--- config.mk ---
export PLATFORM = sky130hd
export DESIGN_NAME = down_timer16_flat
export DESIGN_NICKNAME = d
export VERILOG_FILES = /design/src/rtl/down_timer16_if.sv /design/src/rtl/down_timer16.sv /design/src/flat_wrapper.sv
export SDC_FILE = /design/constraint.sdc
export NUM_CORES = 1
export LEC_CHECK = 0
export ABC_CLOCK_PERIOD_IN_PS = 10800
export CAP_MARGIN = 20
export CORE_UTILIZATION = 38
export DETAILED_ROUTE_END_ITERATION = 8
export PLACE_DENSITY = 0.59
export SYNTH_ARGS = -nofsm -noshare
export SYNTH_HDL_FRONTEND = slang
export SYNTH_SLANG_ARGS = --single-unit
export TNS_END_PERCENT = 10
--- constraint.sdc ---
create_clock -name clk -period 10.8 [get_ports clk]
set_input_delay 2.16 -clock clk [delete_from_list [all_inputs] [get_ports clk]]
set_output_delay 2.16 -clock clk [all_outputs]
set_load 0.01 [all_outputs]
--- src/rtl/down_timer16_if.sv ---
// rtl/down_timer16_if.sv - control/status bundle for the prescaled down-timer
interface down_timer16_if #(
    parameter int WIDTH = 16
);
    logic             start;
    logic [WIDTH-1:0] period;
    logic             repeat_en;
    logic             abort;
    logic [WIDTH-1:0] count;
    logic             busy;
    logic             done;

    modport master (
        output start, period, repeat_en, abort,
        input  count, busy, done
    );

    modport slave (
        input  start, period, repeat_en, abort,
        output count, busy, done
    );
endinterface

--- src/rtl/down_timer16.sv ---
// rtl/down_timer16.sv - loadable prescaled down-counter with done pulse and auto-reload
module down_timer16 #(
    parameter int WIDTH    = 16,
    parameter int PRESCALE = 1
) (
    input  logic          clk,
    input  logic          rst,
    down_timer16_if.slave tmr
);
    localparam int PW = (PRESCALE > 1) ? $clog2(PRESCALE) : 1;
    localparam logic [PW-1:0] PRE_LAST = PW'(PRESCALE - 1);

    typedef enum logic {
        IDLE = 1'b0,
        RUN  = 1'b1
    } state_t;

    state_t           state_q, state_n;
    logic [WIDTH-1:0] count_q, count_n;
    logic [WIDTH-1:0] reload_q, reload_n;
    logic             rpt_q, rpt_n;
    logic [PW-1:0]    presc_q, presc_n;
    logic             done_q, done_n;
    logic [WIDTH-1:0] count_dec;
    logic             tick;

    // Ripple-borrow decrement: a borrow enters bit 0 and propagates through zeros.
    always_comb begin : borrow_chain
        logic borrow;
        borrow    = 1'b1;
        count_dec = '0;
        for (int i = 0; i < WIDTH; i++) begin
            count_dec[i] = count_q[i] ^ borrow;
            borrow       = ~count_q[i] & borrow;
        end
    end

    assign tick = (presc_q == PRE_LAST);

    // Next-state and datapath updates; abort outranks the terminal tick, which outranks start.
    always_comb begin
        state_n  = state_q;
        count_n  = count_q;
        reload_n = reload_q;
        rpt_n    = rpt_q;
        presc_n  = presc_q;
        done_n   = 1'b0;
        case (state_q)
            IDLE: begin
                if (!tmr.abort && tmr.start) begin
                    if (tmr.period != '0) begin
                        count_n  = tmr.period;
                        reload_n = tmr.period;
                        rpt_n    = tmr.repeat_en;
                        presc_n  = '0;
                        state_n  = RUN;
                    end else begin
                        done_n = 1'b1;
                    end
                end
            end
            RUN: begin
                if (tmr.abort) begin
                    count_n = '0;
                    presc_n = '0;
                    state_n = IDLE;
                end else begin
                    presc_n = tick ? '0 : presc_q + PW'(1);
                    if (tick) begin
                        if (count_q == WIDTH'(1)) begin
                            done_n = 1'b1;
                            if (rpt_q) begin
                                count_n = reload_q;
                            end else begin
                                count_n = '0;
                                state_n = IDLE;
                            end
                        end else begin
                            count_n = count_dec;
                        end
                    end
                end
            end
            default: state_n = IDLE;
        endcase
    end

    // State and datapath registers with synchronous reset.
    always_ff @(posedge clk) begin
        if (rst) begin
            state_q  <= IDLE;
            count_q  <= '0;
            reload_q <= '0;
            rpt_q    <= 1'b0;
            presc_q  <= '0;
            done_q   <= 1'b0;
        end else begin
            state_q  <= state_n;
            count_q  <= count_n;
            reload_q <= reload_n;
            rpt_q    <= rpt_n;
            presc_q  <= presc_n;
            done_q   <= done_n;
        end
    end

    assign tmr.count = count_q;
    assign tmr.busy  = (state_q == RUN);
    assign tmr.done  = done_q;
endmodule

--- src/flat_wrapper.sv ---
// flat-port wrapper written by rule: the top's interface ports become plain ports
module down_timer16_flat 
#(
    parameter int WIDTH    = 16,
    parameter int PRESCALE = 1
)
  (clk, rst, tmr_start, tmr_period, tmr_repeat_en, tmr_abort, tmr_count, tmr_busy, tmr_done);
  down_timer16_if #(.WIDTH(WIDTH)) tmr_i ();
  input  logic clk;
  input  logic rst;
  input wire logic [$bits(tmr_i.start)-1:0] tmr_start;
  input wire logic [$bits(tmr_i.period)-1:0] tmr_period;
  input wire logic [$bits(tmr_i.repeat_en)-1:0] tmr_repeat_en;
  input wire logic [$bits(tmr_i.abort)-1:0] tmr_abort;
  output wire logic [$bits(tmr_i.count)-1:0] tmr_count;
  output wire logic [$bits(tmr_i.busy)-1:0] tmr_busy;
  output wire logic [$bits(tmr_i.done)-1:0] tmr_done;
  assign tmr_i.start = tmr_start;
  assign tmr_i.period = tmr_period;
  assign tmr_i.repeat_en = tmr_repeat_en;
  assign tmr_i.abort = tmr_abort;
  assign tmr_count = tmr_i.count;
  assign tmr_busy = tmr_i.busy;
  assign tmr_done = tmr_i.done;
  down_timer16 #(.WIDTH(WIDTH), .PRESCALE(PRESCALE)) u_core (.clk(clk), .rst(rst), .tmr(tmr_i));
endmodule
==> metrics.cfg, run 1 <==
[floorplan]
dieArea_um2=5850
die_h_um=76.5
initial_core_util_pct=40.2
dieWidth_um=76.5
floorplan.rows=26
core-area_um2=5240
ios=39

[grt]
top_usage_layer=met1
use_met2_pct=26.9
antenna_found_initial=0
grt_overflow=0
grt.total_usage_pct=19.0
grt_start_max_net_pins=53
use_met3_pct=3.11
grt_first_pass_wirelength_mm=8.63
met1_usage_pct=28.4
grt_pass1_vias=1634

[clock_network]
cts-root-buf=clkbuf_8
cts_hold_buf=0
clkTransAtPathRegs_ns=0.07
cts_setup_buffers=0
clock_latency_ns=0.29
tritoncts=done
clkSinkCount=35
htree_levels=2
cts_resized=0
clock_path_buffers=2
numCtsBuffers=5

[timing]
clock_skew_ns=0.00432
finalSetupViolCount=0
hold_violations=0
tns_ns=0
whs_ns=0.485
period_share_pct=39.5
tightest_slew_ns=0.995
fin_crit_ns=4.27
maxSlewHeadroom_pct=33.4
setup_slack_ns=6.53
rsz0062_at_grt=false
timing.fmax_mhz=234
slew_violations=0

[finish]
diodes=0
n_fill_cell=507
syn_to_final_growth_pct=23.1
regArea_um2=701
multiInputGateArea_um2=1250
fin_nets=307
drive_gt1_share_pct=5.19
stdcell_area_um2=2590

[pwr]
p_total_mw=0.305
leakagePower_nw=1.09
vdd_drop_max_mv=0.0806
power_switching_mw=0.0891
combinationalPowerShare_pct=23.4
intPower_mw=0.216
pwr-share-seq_pct=47.4
p_sw_share_pct=29.2
p_per_area_nw_per_um2=118
power_frac_clock_pct=29.3

[yosys]
netlist_top_cells_count=dfxtp_1 (35), nor2_1 (35), mux2i_1 (32)
netlist_top_cells_area=dfxtp_1 (33%), mux2i_1 (15%), ha_1 (8.9%)
yosysTopAreaCellShare_pct=33.3
synth_cell_types=31
seq_area_frac_synth_pct=33.3
synthesis.area_um2=2110
synthCells=237
ys_async_sr_fraction_pct=0
synth_ff_type=dfxtp_1
synth-edff-count=0
synth-seq-cells=35
syn_nets=273
ys_warn_count=0
synth_top_cell_by_area=dfxtp_1
avgSynthCellArea_um2=8.89

[critical_path]
path_class=in2reg
critPathMaxFanout=16
end_kind=flop
startpoint_type=input port
required_ns=11.01
worstPathArrival_ns=4.48
r2r_cells=19

[route]
drt-initial-drc-count=159
routedWlPerCell_um=15.3
vias=1780
post_drt_via_cell_ratio=5.24
wirelength_mm=5.21
drc=0
firstDrtPassIters=4
antenna_left=0

[placed_design]
portBuffers=38
place_ws_ns=6.24
hpwlAfterDp_mm=3.60
gp_congestion=0.724
place_area_um2=2510

[flow_run]
cap_violations=0

[hold_path]
hold_path.class=reg2reg
min_delay_path_depth=2

[outcome]
status=finished clean

[sequential cells by signal (all words and copies together) (netlist names)]
register / flops
u_core.reload_q: 16
u_core.tmr.count: 16
u_core.tmr.done: 1
u_core.rpt_q: 1
u_core.tmr.busy: 1
[critical path, stage by stage]
cell,delay (ns)
clkdlybuf4s50_1,0.43
or4_4,0.59
o41ai_4,0.95
a32oi_1,0.21
o21ai_1,0.13
[metal layers]
metal  wire, um  up-vias
li1           -      910
met1       2680      816
met2       2210       50
met3        279        4
met4         36        0
met5          0        -
[final timing paths]
path | startpoint | endpoint | slack (ns)
setup / recovery | tmr_period[2] | u_core.tmr.count[4] | 6.53
hold / removal | u_core.reload_q[3] | u_core.reload_q[3] | 0.49
setup reg to reg | u_core.tmr.count[0] | u_core.tmr.count[15] | 7.08
hold reg to reg | u_core.reload_q[3] | u_core.reload_q[3] | 0.49
[cells in the final DEF, fill, tap and decap left out, drive strengths merged, types with 15 or more instances in the layout]
cell	instances
a32oi	16
and3	16
clkdlybuf4s50	38
dfxtp	35
ha	15
inv	17
mux2i	32
nor2	35
nor2b	18
o21ai	17
[power by group through the flow]
| stage | Sequential, mW | Combinational (mW) | Clock (mW) |
|---|---|---|---|
| floorplan | 0.147 | 0.0425 | 0 |
| global placement | 0.148 | 0.0703 | 0 |
| detailed placement | 0.148 | 0.0712 | 0 |
| CTS | 0.145 | 0.0712 | 0.0905 |
| global route | 0.146 | 0.0816 | 0.0972 |
| finish | 0.145 | 0.0713 | 0.0894 |
[cell type report]
cell class	instances	share of cell area, %
well taps	70	3.38
multi-input cells	169	48.1
repair buffers	43	16.3
inverters	17	2.46
flip-flops and latches	35	27.0
clock buffers	6	2.80
[cell families after synthesis]
group,synth area share [%]
simple gates,21.0
compound gates,13.1
flops,33.3
buf+inv,7.54
mux,15.7
fa+ha+maj,8.91
xor+xnor,0.416
[through the flow]
stage / std cells / utilization (%)
floorplan: 237 / -
global placement: 332 / 47.8
detailed placement: 333 / 47.9
CTS: 339 / 49.3
global route: 340 / 49.5
finish: 340 / 49.5
No activity file was read; power rests on OpenSTA's default activity.
==> run 2, diff against run 1 <==
--- a/config.mk
+++ b/config.mk
@@ -5,11 +5,11 @@
 export SDC_FILE = /design/constraint.sdc
 export NUM_CORES = 1
 export LEC_CHECK = 0
-export ABC_CLOCK_PERIOD_IN_PS = 10800
+export ABC_CLOCK_PERIOD_IN_PS = 3800
 export CAP_MARGIN = 20
 export CORE_UTILIZATION = 38
 export DETAILED_ROUTE_END_ITERATION = 8
-export PLACE_DENSITY = 0.59
+export PLACE_DENSITY = 0.62
 export SYNTH_ARGS = -nofsm -noshare
 export SYNTH_HDL_FRONTEND = slang
 export SYNTH_SLANG_ARGS = --single-unit
==> constraint.sdc (replaced) <==
create_clock -name clk -period 3.8 [get_ports clk]
set_input_delay 0.76 -clock clk [delete_from_list [all_inputs] [get_ports clk]]
set_output_delay 0.76 -clock clk [all_outputs]
set_load 0.01 [all_outputs]
==> run 2 against run 1 <==
  * Worst setup slack worse by 6.3 ns
  * Largest cell class unchanged
  * Clock skew rose by 0.0040 ns
  * Worst hold slack better by 0.0060 ns
  * Register-to-register slack worse by 6.9 ns
  * Clock-buffer cell count is 1 higher
  * Clock power grew to 3.4 times the previous value
  * Sequential power rose to 2.8 times the previous value
  * Final area increased by 2.1%
  * Wire length rose by 1.7%
==> metrics.cfg, run 2 (synthesis gave the netlist of run 1 again) <==
[timing]
slew_violations=0
rsz0062_at_grt=false
hold_violations=0
maxSlewHeadroom_pct=60.8
tightest_slew_ns=0.587
whs_ns=0.491
period_share_pct=94.3
finalSetupViolCount=0
tns_ns=0
timing.fmax_mhz=279
setup_slack_ns=0.216
clock_skew_ns=0.00830
fin_crit_ns=3.58

[floorplan]
dieWidth_um=76.5
ios=39
dieArea_um2=5850
core-area_um2=5240
die_h_um=76.5
floorplan.rows=26
initial_core_util_pct=40.2

[route]
drc=0
antenna_left=0
routedWlPerCell_um=15.4
vias=1786
drt-initial-drc-count=129
wirelength_mm=5.30
firstDrtPassIters=4
post_drt_via_cell_ratio=5.19

[critical_path]
crit_family=adder cells
end_kind=flop
required_ns=4.02
critPathMaxFanout=3
startpoint_type=flop
crit_path_top_delay_cell=dfxtp_1
crit_buf_inv=1
worstPathArrival_ns=3.80
cpPeakStageDelay_ns=0.35
path_class=reg2reg
crit_chain=inv_1 -> ha_1 -> ha_1 -> ha_1 -> ha_1 -> ha_1 -> ha_1 -> ha_1 -> ha_1 -> ha_1 -> ha_1 -> ha_1 -> ha_1 -> ha_1 -> ha_1 -> xor2_1 -> nand2_1 -> mux2_2 -> o21ai_1
critPathMostFrequentCell=ha_1

[grt]
grt_overflow=0
antenna_found_initial=0
grt_first_pass_wirelength_mm=8.84
grt_start_max_net_pins=53
grt_pass1_vias=1752
grt.total_usage_pct=19.2

[finish]
instances_no_fill=344
diodes=0
final_common_cell=clkdlybuf4s50_1
drive_gt1_share_pct=6.93
fin_nets=309
syn_to_final_growth_pct=25.7
most-common-layout-cells=clkdlybuf4s50_1 (38), nor2_1 (35), dfxtp_1 (35), mux2i_1 (32), nor2b_1 (18)

[clock_network]
tritoncts=done
clkSinkCount=35
clkTransAtPathRegs_ns=0.07
cts_resized=0
cts_setup_buffers=0
cts-root-buf=clkbuf_8
clock_path_buffers=2
clock_latency_ns=0.29
htree_levels=2
cts_hold_buf=0
numCtsBuffers=5

[placed_design]
portBuffers=38
place_ws_ns=0.229
dp_cells=336
gp_congestion=0.761
hpwlAfterDp_mm=3.72

[pwr]
vdd_drop_max_mv=0.198
intPower_mw=0.660
p_sw_share_pct=28.7
combinationalPowerShare_pct=22.4
pwr-share-seq_pct=44.3
power_switching_mw=0.266
p_per_area_nw_per_um2=350
power_frac_clock_pct=33.3
leakagePower_nw=1.12

[outcome]
status=finished clean

[flow_run]
cap_violations=0

[hold_path]
hold_path.class=reg2reg

run 2: worst paths after layout:
| kind | slack (ns) | from | endpoint | cells past startpoint |
|---|---|---|---|---|
| worst max register to register | 0.22 | u_core.tmr.count[1] | u_core.tmr.count[15] | 19 |
| worst min-delay path | 0.49 | u_core.reload_q[4] | u_core.reload_q[4] | 2 |
| worst min register to register | 0.49 | u_core.reload_q[4] | u_core.reload_q[4] | 2 |
| worst max-delay path | 0.22 | u_core.tmr.count[1] | u_core.tmr.count[15] | 19 |
run 2: metal layers:
layer	global-route usage (%)	part of all wire (%)	vias up
met5	0	0	-
met4	6.35	1.1	0
met3	3.35	3.4	6
met2	29.0	43	32
met1	27.3	52	835
li1	-	-	913
run 2: power groups by stage:
stage	Sequential (mW)	Combinational, mW	Clock [mW]
3_5_place_dp	0.418	0.209	0
6_report	0.410	0.208	0.308
5_1_grt	0.413	0.235	0.329
2_1_floorplan	0.418	0.121	0
4_1_cts	0.410	0.210	0.316
3_3_place_gp	0.417	0.206	0
run 2: per-stage QoR:
step	util [%]	power [mW]	area (um2)
floorplan	-	0.538	2110
global placement	48.6	0.623	2540
detailed placement	48.6	0.627	2540
CTS	50.6	0.936	2650
global route	50.6	0.978	2650
finish	50.6	0.926	2650
run 2: area by class of cell:
class / instances / area, um2
Tap cell: 70 / 87.6
Clock buffer: 7 / 96.3
Multi-Input combinational cell: 169 / 1250
Clock inverter: 1 / 7.51
Sequential cell: 35 / 701
Fill cell: 505 / 2590
Timing Repair Buffer: 45 / 445
Inverter: 17 / 63.8
run 2: worst register-to-register path, delay by kind of cell (launching register included):
family | cells | cell delay, ns
flops | 1 | 0.35
fa+ha+maj | 14 | 2.53
buf+inv | 1 | 0.07
xor+xnor | 1 | 0.13
simple gates | 1 | 0.07
mux | 1 | 0.26
compound gates | 1 | 0.11
==> run 3, diff against run 2 <==
--- a/config.mk
+++ b/config.mk
@@ -5,11 +5,11 @@
 export SDC_FILE = /design/constraint.sdc
 export NUM_CORES = 1
 export LEC_CHECK = 0
-export ABC_CLOCK_PERIOD_IN_PS = 3800
+export ABC_CLOCK_PERIOD_IN_PS = 4600
 export CAP_MARGIN = 20
 export CORE_UTILIZATION = 38
 export DETAILED_ROUTE_END_ITERATION = 8
-export PLACE_DENSITY = 0.62
+export PLACE_DENSITY = 0.59
 export SYNTH_ARGS = -nofsm -noshare
 export SYNTH_HDL_FRONTEND = slang
 export SYNTH_SLANG_ARGS = --single-unit
==> constraint.sdc (replaced) <==
create_clock -name clk -period 4.6 [get_ports clk]
set_input_delay 0.92 -clock clk [delete_from_list [all_inputs] [get_ports clk]]
set_output_delay 0.92 -clock clk [all_outputs]
set_load 0.01 [all_outputs]
==> run 3 against run 2 <==
  * Sequential share of layout area is 0.56 points higher
  * Sequential power is 17% lower
  * Wire length is 1.1% higher
  * Worst hold slack worse by 0.0039 ns
  * Critical endpoint unchanged
  * Fmax is 2.4% lower
  * Worst setup slack better by 0.71 ns
==> metrics.cfg, run 3 (synthesis gave the netlist of run 1 again) <==
[critical_path]
path_class=reg2reg
required_ns=4.82
cp-startpoint=u_core.tmr.count[0]
r2r_end=u_core.tmr.count[15]
critPathMaxFanout=5
end_kind=flop
worstPathArrival_ns=3.89
crit_end=u_core.tmr.count[15]
regToRegSetupSlack_ns=0.93
r2r_cells=19
startpoint_type=flop
rr_startpoint=u_core.tmr.count[0]

[route]
firstDrtPassIters=4
vias=1779
drt-initial-drc-count=117
routedWlPerCell_um=15.7
post_drt_via_cell_ratio=5.23
antenna_left=0
wirelength_mm=5.35
drc=0

[floorplan]
dieArea_um2=5850
dieWidth_um=76.5
floorplan.rows=26
core-area_um2=5240
ios=39
die_h_um=76.5
initial_core_util_pct=40.2

[clock_network]
cts_setup_buffers=0
cts_resized=0
htree_levels=2
clock_latency_ns=0.29
clock_path_buffers=2
numCtsBuffers=5
cts-root-buf=clkbuf_8
cts_hold_buf=0
tritoncts=done
clkSinkCount=35
clkTransAtPathRegs_ns=0.07

[hold_path]
hold_path.class=reg2reg
holdCritStartpoint=u_core.reload_q[13]

[pwr]
vdd_drop_max_mv=0.119
leakagePower_nw=1.09
p_per_area_nw_per_um2=277

[finish]
n_fill_cell=506
final_util_pct=49.5
diodes=0
most-common-layout-cells=clkdlybuf4s50_1 (38), nor2_1 (35), dfxtp_1 (35), mux2i_1 (32), nor2b_1 (18)
regArea_um2=701
fin_nets=307
drive_gt1_share_pct=5.19
instances_no_fill=340
final_common_cell=clkdlybuf4s50_1
syn_to_final_growth_pct=23.1
multiInputGateArea_um2=1250

[placed_design]
place_ws_ns=0.977
gp_congestion=0.756
dp_cells=334
hpwlAfterDp_mm=3.75
portBuffers=38

[timing]
timing.fmax_mhz=272
maxSlewHeadroom_pct=31.7
tightest_slew_ns=1.02
fin_crit_ns=3.67
tns_ns=0
setup_slack_ns=0.928
slew_violations=0
rsz0062_at_grt=false
hold_violations=0
period_share_pct=79.8
clock_skew_ns=0.00829
finalSetupViolCount=0

[grt]
antenna_found_initial=0
grt_overflow=0
grt_start_max_net_pins=52
grt_pass1_vias=1712
grt_first_pass_wirelength_mm=9.08
grt.total_usage_pct=19.8

[flow_run]
cap_violations=0

[outcome]
status=finished clean

-- run 3: cell count changes in the layout (fill, tap and decap cells not counted) --
cell,previous run,this run
buf_4,6,4
clkbuf_1,0,1
buf_12,1,0
clkbuf_8,7,5
clkinvlp_4,1,0
buf_6,0,1
-- run 3: how the worst min path moves through the flow --
stage | cells past startpoint | end
2_1_floorplan | 2 | u_core.reload_q[0]
6_report | 2 | u_core.reload_q[13]
5_1_grt | 2 | u_core.reload_q[13]
3_5_place_dp | 2 | u_core.reload_q[11]
3_3_place_gp | 2 | u_core.reload_q[8]
4_1_cts | 2 | u_core.reload_q[13]
-- run 3: power breakdown --
group	switching (mW)	total [mW]	internal, mW	leakage [nW]
clock network	0.108	0.209	0.101	0.0371
registers	0.0179	0.339	0.321	0.286
logic	0.0837	0.169	0.0856	0.769
-- run 3: layout make-up --
class	count	area share, %
multi-input cells	169	48.1
well taps	70	3.38
inverters	17	2.46
repair buffers	43	16.3
flip-flops and latches	35	27.0
clock buffers	6	2.80
-- run 3: worst max-delay path, cell delays in order, from the launching register on --
cell	delay [ns]
dfxtp_1	0.40
inv_1	0.06
ha_1	0.20
ha_1	0.18
ha_1	0.18
ha_1	0.18
ha_1	0.18
ha_1	0.18
ha_1	0.19
ha_1	0.18
ha_1	0.18
ha_1	0.18
ha_1	0.19
ha_1	0.19
ha_1	0.18
ha_1	0.18
xor2_1	0.13
nand2_1	0.06
mux2_2	0.26
o21ai_1	0.12
-- run 3: layer usage --
metal | vias up | routed length [um] | part of all wire [%] | track usage (%)
met5 | - | 0 | 0 | 0
met4 | 0 | 47 | 0.88 | 5.77
met3 | 4 | 142 | 2.7 | 4.31
met2 | 23 | 2370 | 44 | 30.0
met1 | 839 | 2800 | 52 | 28.0
li1 | 913 | - | - | -
-- run 3: per-stage QoR --
step	total power, mW	hold slack, ns	cell area, um2
6_report	0.718	0.487	2590
5_1_grt	0.765	0.508	2590
4_1_cts	0.726	0.497	2590
3_5_place_dp	0.515	0.480	2520
3_3_place_gp	0.511	0.467	2510
2_1_floorplan	0.445	0.452	2110
